## config.mk

```make
export PLATFORM = sky130hd
export DESIGN_NAME = base_rrarb
export DESIGN_NICKNAME = d
export VERILOG_FILES = /design/src/rtl/base_rrarb.sv
export SDC_FILE = /design/constraint.sdc
export NUM_CORES = 1
export LEC_CHECK = 0
export CAP_MARGIN = 40
export CORE_MARGIN = 1
export CORE_UTILIZATION = 64
export CTS_BUF_LIST = sky130_fd_sc_hd__clkbuf_8
export DETAILED_ROUTE_END_ITERATION = 6
export DONT_BUFFER_PORTS = 1
export GPL_TIMING_DRIVEN = 0
export PLACE_DENSITY = 0.91
export SYNTH_ARGS = -nofsm -noshare
export SYNTH_HDL_FRONTEND = slang
export SYNTH_SLANG_ARGS = --single-unit
```

## constraint.sdc

```tcl
create_clock -name clk -period 3.75 [get_ports clk]
set_input_delay 0.375 -clock clk [delete_from_list [all_inputs] [get_ports clk]]
set_output_delay 0.375 -clock clk [all_outputs]
set_load 0.01 [all_outputs]
```

## src/rtl/base_rrarb.sv

```systemverilog
// Round-robin arbiter with grant lock: merges `ways` valid/ready channels onto one output.
// Optional BASE_RRARB_LAST_EN adds i_last and holds the grant for a whole packet.
module base_rrarb #(
    parameter int ways = 4,
    localparam int encw = ($clog2(ways) > 0) ? $clog2(ways) : 1
) (
    input  logic            clk,
    input  logic            reset,
    input  logic [ways-1:0] i_v,
`ifdef BASE_RRARB_LAST_EN
    input  logic [ways-1:0] i_last,
`endif
    output logic [ways-1:0] i_r,
    output logic            o_v,
    input  logic            o_r,
    output logic [ways-1:0] o_sel,
    output logic [encw-1:0] o_sel_enc
);

    // Handshake: a beat moves when valid & ready are both high on a rising edge;
    // a source holding valid must keep it (and its data) until it sees ready.

    logic [encw-1:0] ptr;
    logic            lock;
    logic [ways-1:0] lsel;

    logic [ways-1:0] fresh;
    logic            found;
    logic [encw:0]   sum;
    logic [encw-1:0] idx;
    logic [ways-1:0] sel;
    logic [encw-1:0] sel_enc;
    logic [encw-1:0] ptr_next;
    logic            last_beat;

    // Circular search starting at ptr; sum is one bit wider so ways == 2**encw fits.
    always_comb begin
        fresh = '0;
        found = 1'b0;
        sum   = '0;
        idx   = '0;
        for (int i = 0; i < ways; i++) begin
            sum = {1'b0, ptr} + (encw+1)'(i);
            if (sum >= (encw+1)'(ways)) begin
                sum = sum - (encw+1)'(ways);
            end
            idx = sum[encw-1:0];
            if (!found && i_v[idx]) begin
                found      = 1'b1;
                fresh[idx] = 1'b1;
            end
        end
    end

    assign sel = lock ? (lsel & i_v) : fresh;

    always_comb begin
        sel_enc = '0;
        for (int j = 0; j < ways; j++) begin
            if (sel[j]) begin
                sel_enc = sel_enc | encw'(j);
            end
        end
    end

    assign o_sel     = reset ? '0 : sel;
    assign o_sel_enc = reset ? '0 : sel_enc;
    assign o_v       = |o_sel;
    assign i_r       = o_sel & {ways{o_r}};

`ifdef BASE_RRARB_LAST_EN
    assign last_beat = |(i_last & sel);
`else
    assign last_beat = 1'b1;
`endif

    assign ptr_next = (sel_enc == encw'(ways - 1)) ? '0 : sel_enc + encw'(1);

    // A stall or a mid-packet beat keeps the grant; only a last beat rotates priority.
    always_ff @(posedge clk) begin
        if (reset) begin
            ptr  <= '0;
            lock <= 1'b0;
            lsel <= '0;
        end else if (o_v) begin
            if (!o_r || !last_beat) begin
                lock <= 1'b1;
                lsel <= sel;
            end else begin
                lock <= 1'b0;
                lsel <= '0;
                ptr  <= ptr_next;
            end
        end
    end

    locked_way_holds_valid: assert property (@(posedge clk) disable iff (reset) lock |-> |(lsel & i_v));

endmodule

```

Yosys cells after proc, flatten, opt, wreduce, memory -nomap -nowiden
Cells that the tools add are included.
{"block": "op_classes", "add_sub_neg": 8, "order_cmp": 12, "n_eq_ne": 1, "mux": 36, "n_bitwise": 5, "n_reduce_logical": 12}
{"operator": "4-bit 2-to-1 mux", "count": 7}
{"operator": "2-bit 2-to-1 mux", "count": 8}
{"operator": "1-bit 2-to-1 mux", "count": 13}
{"operator": "2-bit by 3-bit less-than comparator with 1-bit output, second input constant", "count": 4}
{"operator": "4-bit OR", "count": 3}
{"operator": "3-bit >= comparator, second input constant", "count": 3}
{"operator": "4-bit AND", "count": 2}
{"operator": "1-bit binary-select mux with 2-bit select", "count": 4}
{"operator": "1-bit demux with 2-bit select", "count": 4}
{"operator": "2-bit by 1-bit >= comparator with 1-bit output, second input constant", "count": 4}
{"operator": "2-bit by 1-bit subtractor with 2-bit output, second input constant", "count": 4}
{"operator": "1-bit logical AND", "count": 7}
{"operator": "2-bit by 2-bit adder with 3-bit output, second input constant", "count": 2}
{"operator": "4-bit OR reduction", "count": 1}
{"operator": "2-bit by 1-bit adder with 3-bit output, second input constant", "count": 1}
{"operator": "2-bit by 3-bit >= comparator with 1-bit output, second input constant", "count": 1}
{"operator": "1-bit logical NOT", "count": 3}
{"operator": "2-bit by 1-bit adder with 2-bit output, second input constant", "count": 1}
{"operator": "2-bit equality test, second input constant", "count": 1}
{"operator": "2-bit AND reduction", "count": 1}
{"block": "totals", "register_bits": 7, "inputBits": 7, "output_inout_bits": 11, "elab_cells": 77}

Depth between registers and ports, before layout
Gate-level depths: netlist (run 1).
{"block": "depth", "ltp_word": 20, "ltp_mapped": 10, "depth_no_buf": 9}

Worst setup path before layout (run 1)
No wires, ideal clock.
{"block": "synth_path", "path_kind": "register to output", "startpoint": "register ptr[0]", "endpoint": "output i_r[0]", "arrival_time_ps": 2330, "t_required_ps": 3375, "setup_slack_ps": 1045, "path_stages_with_launch": 9, "cell_sequence": "dfxtp_1 buf_6 inv_1 ha_1 mux4_2 or3b_1 a221o_1 a21o_1 nor2_1"}
{"block": "synth_via", "elab_chain_len": 17}
{"element": "start: declaration", "line_no": "23", "source": "logic [encw-1:0] ptr;"}
{"element": "start signal: assignment", "line_no": "92", "source": "ptr <= ptr_next;"}
{"element": "branches (longest 13 deep; another with 2-bit by 1-bit adder with 3-bit output)"}
{"element": "4-bit 2-to-1 mux *", "line_no": "48", "source": "if (!found && i_v[idx]) begin"}
{"element": "4-bit 2-to-1 mux *", "line_no": "55", "source": "assign sel = lock ? (lsel & i_v) : fresh;"}
{"element": "4-bit 2-to-1 mux *", "line_no": "66", "source": "assign o_sel = reset ? '0 : sel;"}
{"element": "4-bit AND *", "line_no": "69", "source": "assign i_r = o_sel & {ways{o_r}};"}
{"element": "end: declaration", "line_no": "13", "source": "output logic [ways-1:0] i_r,"}
Mark *: on every way between the ends. The select of a mux whose other input is x is not followed.

Final worst setup path (run 1)
{"block": "layout_path", "startpoint": "register ptr[1]", "endpoint": "output o_v"}
{"block": "layout_via", "elab_chain_len": 17}
{"element": "branches (longest 13 deep; another with 2-bit by 1-bit adder with 3-bit output)"}
{"element": "4-bit 2-to-1 mux *", "line_no": "48"}
{"element": "4-bit 2-to-1 mux *", "line_no": "55"}
{"element": "4-bit 2-to-1 mux *", "line_no": "66"}
{"element": "4-bit OR reduction *", "line_no": "68", "source": "assign o_v = |o_sel;"}
{"element": "end: declaration", "line_no": "14", "source": "output logic o_v,"}
Marks and branches as above.

==> flow_metrics.tcl, run 1 <==
set metrics [dict create \
    ys_top_cells_by_count "inv_1, nand2_1, dfxtp_1, nor2_1, ha_1" \
    syn-num-nets 111 \
    htree_num_levels 1 \
    vias 798 \
    cts-hold-fix-buffers 0 \
    chipWidth_um 38.4 \
    synth_flop_cell "dfxtp_1" \
    rsz0062_at_grt "no" \
    firstDrtPassIters 4 \
    route.detailed.drc 0 \
    clock_skew_ps 2.29 \
    drv_slew 0 \
    grt-ovfl-total 0 \
    worstHoldPathType "input port to flip-flop" \
    setup_viol 0 \
    grt_max_degree 11 \
    root_buffer "clkbuf_8" \
    setup_tns_ps 0 \
    clkLatencyLatePin_ps 230 \
    ys_types 41 \
    synth_warnings 0 \
    start_util_pct 72.5 \
    clkSlewWorstSetupHoldPaths_ps 40 \
    hold_violations 0 \
    grt_pass1_vias 671 \
    cts_tree "yes" \
    vdd_drop_max_mv 0.530 \
    cp.arrival_ps 2840 \
    row_count 12 \
    fin_area_um2 912 \
    core-area_mm2 0.00117 \
    critPathCaptureType "output pin" \
    cts_sinks 7 \
    clock_path_buffers 2 \
    yosysTopAreaCell "dfxtp_1" \
    numCtsBuffers 3 \
    fmax_ghz 0.311 \
    syn_avg_cell_area_um2 8.67 \
    netlist_instances 98 \
    port_buffers 0 \
    synth.most_common_cell "inv_1" \
    critical_path.max_fanout 10 \
    place_area_um2 867 \
    synth_top_cell_area_share_pct 16.5 \
    grt_pass1_wl_um 3000 \
    ant_nets 0 \
    cellPowerDensity_mw_per_mm2 776 \
    antenna_found_initial 0 \
    grtUsageTotal_pct 30.2 \
    async_flop_share_pct 0 \
    synth-seq-cells 7 \
    total_power_uw 708 \
    start_kind "flip-flop" \
    gp_congestion 0.807 \
    die_height_um 38.4 \
    first_iter_violations 33 \
    period_share_pct 85.7 \
    routedWlPerCell_um 16.9 \
    wirelength_um 1960 \
    num_antenna_cells 0 \
    criticalPathCategory "flip-flop to output pin" \
    status "complete, no violations" \
    place_hpwl_um 1440 \
    synth-edff-count 0 \
    synth_area_leaders "dfxtp_1, ha_1, mux4_2, inv_1, nand2_1" \
    syn_area_um2 850 \
    max_cap_viol_count 0 \
    viasPerCell 6.88 \
    drive_above_1_share_pct 16.7 \
    max_slew_margin_pct 68.2 \
    ys_seq_area_share_pct 16.5 \
    dieArea_mm2 0.00148 \
    worstPathRequired_ps 3380 \
    worst_slew_pin_slew_ps 477 \
    layout.nets 116 \
    postCtsSetupBuffers 0 \
    cts_resized 0 \
    p_leak_nw 0.395 \
    period_needed_ps 3220 \
    num-fill-cells 80 \
    syn2layout_area_growth_pct 7.36 \
    num_io_pins 18 \
]
## cells by family (layout without fill, tap and decap cells)
logic type,Yosys count,after routing,share of synthesized area [%]
AO/OA/AOI/OAI,25,25,25.3
XOR/XNOR,1,1,1.03
adder cells (fa/ha/maj),6,6,8.84
buffers and inverters,20,24,10.2
flip-flops,7,7,16.5
multiplexers,6,6,13.7
AND/OR/NAND/NOR,33,33,24.5
## sequential cells by signal, indices dropped and copies added, names as in the netlist
name	cells
ptr	2
lsel	4
lock	1
## routing by layer
| metal | track usage (%) | up-vias | wire, µm |
|---|---|---|---|
| li1 | - | 371 | - |
| met1 | 37.6 | 380 | 829 |
| met3 | 5.23 | 6 | 122 |
| met2 | 53.4 | 41 | 971 |
| met5 | 0 | - | 0 |
| met4 | 7.76 | 0 | 38 |
## per-stage QoR
| stage | cells | utilization, % | setup slack (ps) | hold slack, ps |
|---|---|---|---|---|
| after CTS | 116 | 77.9 | 550 | 429 |
| after detailed placement | 112 | 74.0 | 732 | 481 |
| after global placement | 112 | 74.0 | 832 | 478 |
| final | 116 | 77.9 | 535 | 433 |
| after global routing | 116 | 77.9 | 375 | 438 |
| after floorplan | 98 | - | 1050 | 455 |
## power by group
group | switching [mW] | internal (mW) | leakage (nW)
clock | 0.0314 | 0.0706 | 0.0269
combinational | 0.286 | 0.195 | 0.311
sequential | 0.0250 | 0.100 | 0.0576
## cell type report
class	instances	area, µm²	share of cell area (%)
clock buffer	3	41.3	4.53
clock inverter	1	3.75	0.412
sequential	7	140	15.4
tap	14	17.5	1.92
inverter	16	60.1	6.58
buffer	4	26.3	2.88
multi-input combinational	71	623	68.3
## cells in the final DEF (no fill, tap or decap), types with 2 or more instances in the layout
cell type   n
and2_1      2
mux4_2      3
nor2b_1     2
inv_1      17
ha_1        6
o22a_1      2
o32ai_1     2
a221o_1     2
dfxtp_1     7
a21o_1      4
a21oi_1     3
mux2_2      2
nor4b_1     2
a22o_1      2
nand2_1    10
clkbuf_8    3
nor2_1      7
clkbuf_1    2
## worst max-delay path, cell delays in order (launching register included)
cell and delay (ps):
dfxtp_1 510, inv_1 180, ha_1 350, mux4_2 420, or3b_1 390, a221o_1 310
a21o_1 240, nand4_4 200
## path summary, 6_finish.rpt
path	startpoint	endpoint	slack, ps	cells after the start
hold / removal	o_r	ptr[0]$_SDFFE_PP0P_	430	2
hold reg to reg	lsel[0]$_SDFFE_PP0P_	lsel[0]$_SDFFE_PP0P_	500	2
setup reg to reg	ptr[1]$_SDFFE_PP0P_	ptr[1]$_SDFFE_PP0P_	680	9
setup / recovery	ptr[1]$_SDFFE_PP0P_	o_v	530	7
No activity file was read; power rests on OpenSTA's default activity.
==> run 2: changes to the inputs <==
PLACE_DENSITY = 0.86   (was 0.91)
==> flow_metrics.tcl, run 2 (synthesis gave the netlist of run 1 again) <==
set metrics [dict create \
    fmax_ghz 0.309 \
    cp.depth 7 \
    core-area_mm2 0.00117 \
    layout.nets 116 \
    worstHoldPathType "input port to flip-flop" \
    rsz0062_at_grt "no" \
    place_area_um2 867 \
    grt_max_degree 11 \
    final_cell_mix "inv_1, nand2_1, nor2_1, dfxtp_1, ha_1" \
    reg2reg_from "ptr[1]$_SDFFE_PP0P_" \
    row_count 12 \
    place_hpwl_um 1370 \
    grt_pass1_vias 589 \
    use_met3_pct 8.72 \
    antenna_found_initial 0 \
    route.detailed.drc 0 \
    hold_violations 0 \
    seqPwrFrac_pct 17.8 \
    critical-path-top-delay-family "simple AND/OR/NAND/NOR gates" \
    period_share_pct 86.3 \
    max_cap_viol_count 0 \
    hold_ws_ps 428 \
    routedWlPerCell_um 15.1 \
    clock_skew_ps 3.67 \
    place_ws_ps 736 \
    status "complete, no violations" \
    postCtsSetupBuffers 0 \
    fin_area_um2 912 \
    max_slew_margin_pct 69.6 \
    clkSlewWorstSetupHoldPaths_ps 40 \
    p_leak_nw 0.395 \
    ant_nets 0 \
    num_io_pins 18 \
    busiest_layer "met2" \
    path_buf_inv 1 \
    syn2layout_area_growth_pct 7.36 \
    gp_congestion 0.799 \
    endpoint "o_v" \
    cts_sinks 7 \
    cts_resized 0 \
    r2r_end "ptr[0]$_SDFFE_PP0P_" \
    crit_start "ptr[1]$_SDFFE_PP0P_" \
    layout_commonest_cell "inv_1" \
    dieArea_mm2 0.00148 \
    reg_top3 "lsel x4, ptr x2, lock x1" \
    p_comb_share_pct 67.6 \
    cp.arrival_ps 2860 \
    grtUsageTotal_pct 26.0 \
    start_kind "flip-flop" \
    final_util_pct 77.9 \
    viasPerCell 6.47 \
    slowest_stage "dfxtp_1" \
    critPathCaptureType "output pin" \
    grtUsageMet2_pct 44.1 \
    cts-hold-fix-buffers 0 \
    setup_viol 0 \
    criticalPathCategory "flip-flop to output pin" \
    grt-ovfl-total 0 \
    port_buffers 0 \
    root_buffer "clkbuf_8" \
    clock_path_buffers 2 \
    first_iter_violations 28 \
    start_util_pct 72.5 \
    clkLatencyLatePin_ps 230 \
    critical_path.max_stage_delay_ps 500 \
    num_antenna_cells 0 \
    die_height_um 38.4 \
    top_register "lsel" \
    wirelength_um 1750 \
    period_needed_ps 3240 \
    clockPowerShare_pct 14.6 \
    vias 750 \
    ff2ff_setup_slack_ps 710 \
    p_int_uw 366 \
    hp-start "o_r" \
    chipWidth_um 38.4 \
    grt_pass1_wl_um 2590 \
    cellPowerDensity_mw_per_mm2 763 \
    firstDrtPassIters 4 \
    drv_slew 0 \
    numCtsBuffers 3 \
    vdd_drop_max_mv 0.498 \
    crit_chain "inv_1 -> ha_1 -> mux4_2 -> nor4bb_1 -> a2111oi_2 -> a221o_1 -> nand4_4" \
    p_sw_share_pct 47.4 \
    setup_slack_ps 513 \
    use_met1_pct 32.6 \
    largest_register_ff_count 4 \
    switching_power_uw 330 \
    worstPathRequired_ps 3380 \
    htree_num_levels 1 \
    worst_slew_pin_slew_ps 456 \
    critical_path.max_fanout 10 \
    setup_tns_ps 0 \
    cts_tree "yes" \
    drive_above_1_share_pct 16.7 \
    r2r_cells 9 \
]
run 2: cell counts in the layout (fill, tap and decap cells not counted):
No cell type changed its count.
run 2: per-stage QoR:
step                std cells  total power [mW]
floorplan                  98             0.516
global placement          112             0.573
detailed placement        112             0.589
CTS                       116             0.694
global route              116             0.750
finish                    116             0.696
run 2: power by group through the flow:
| stage | clock (mW) | sequential, mW | combinational (mW) |
|---|---|---|---|
| 2_1_floorplan | 0 | 0.117 | 0.399 |
| 3_3_place_gp | 0 | 0.123 | 0.450 |
| 3_5_place_dp | 0 | 0.124 | 0.465 |
| 4_1_cts | 0.104 | 0.123 | 0.467 |
| 5_1_grt | 0.109 | 0.127 | 0.514 |
| 6_report | 0.102 | 0.124 | 0.470 |
run 2: per-layer routing:
| metal | share of wire, % | wire, µm | vias to the layer above |
|---|---|---|---|
| li1 | - | - | 364 |
| met1 | 42 | 737 | 340 |
| met2 | 48 | 847 | 39 |
| met3 | 7.3 | 128 | 7 |
| met4 | 2.3 | 40 | 0 |
| met5 | 0 | 0 | - |
run 2: layout make-up:
class	instances	area (µm²)
inverters	16	60.1
flip-flops and latches	7	140
plain buffers	4	26.3
clock inverters	1	3.75
well taps	14	17.5
clock buffers	3	41.3
fillers	85	259
multi-input cells	71	623
run 2: how the worst min path moves through the flow:
| stage | end | slack, ps | cells after the start |
|---|---|---|---|
| global placement | lsel[0]$_SDFFE_PP0P_ | 480 | 2 |
| floorplan | lsel[0]$_SDFFE_PP0P_ | 450 | 2 |
| CTS | ptr[0]$_SDFFE_PP0P_ | 420 | 2 |
| global route | ptr[0]$_SDFFE_PP0P_ | 430 | 2 |
| finish | ptr[0]$_SDFFE_PP0P_ | 430 | 2 |
| detailed placement | lsel[0]$_SDFFE_PP0P_ | 480 | 2 |
run 2: worst register-to-register path, stage by stage (launching register included):
cell	delay (ps)
dfxtp_1	500
inv_1	190
ha_1	340
mux4_2	420
nor4bb_1	420
a2111oi_2	110
a221o_1	450
nand4_4	210
nand2_4	70
a221oi_2	240
==> run 3: changes to the inputs <==
ABC_AREA = 0   (was unset)
==> results of run 3 <==
No change in the layout: final DEF, timing and power equal those of run 2.
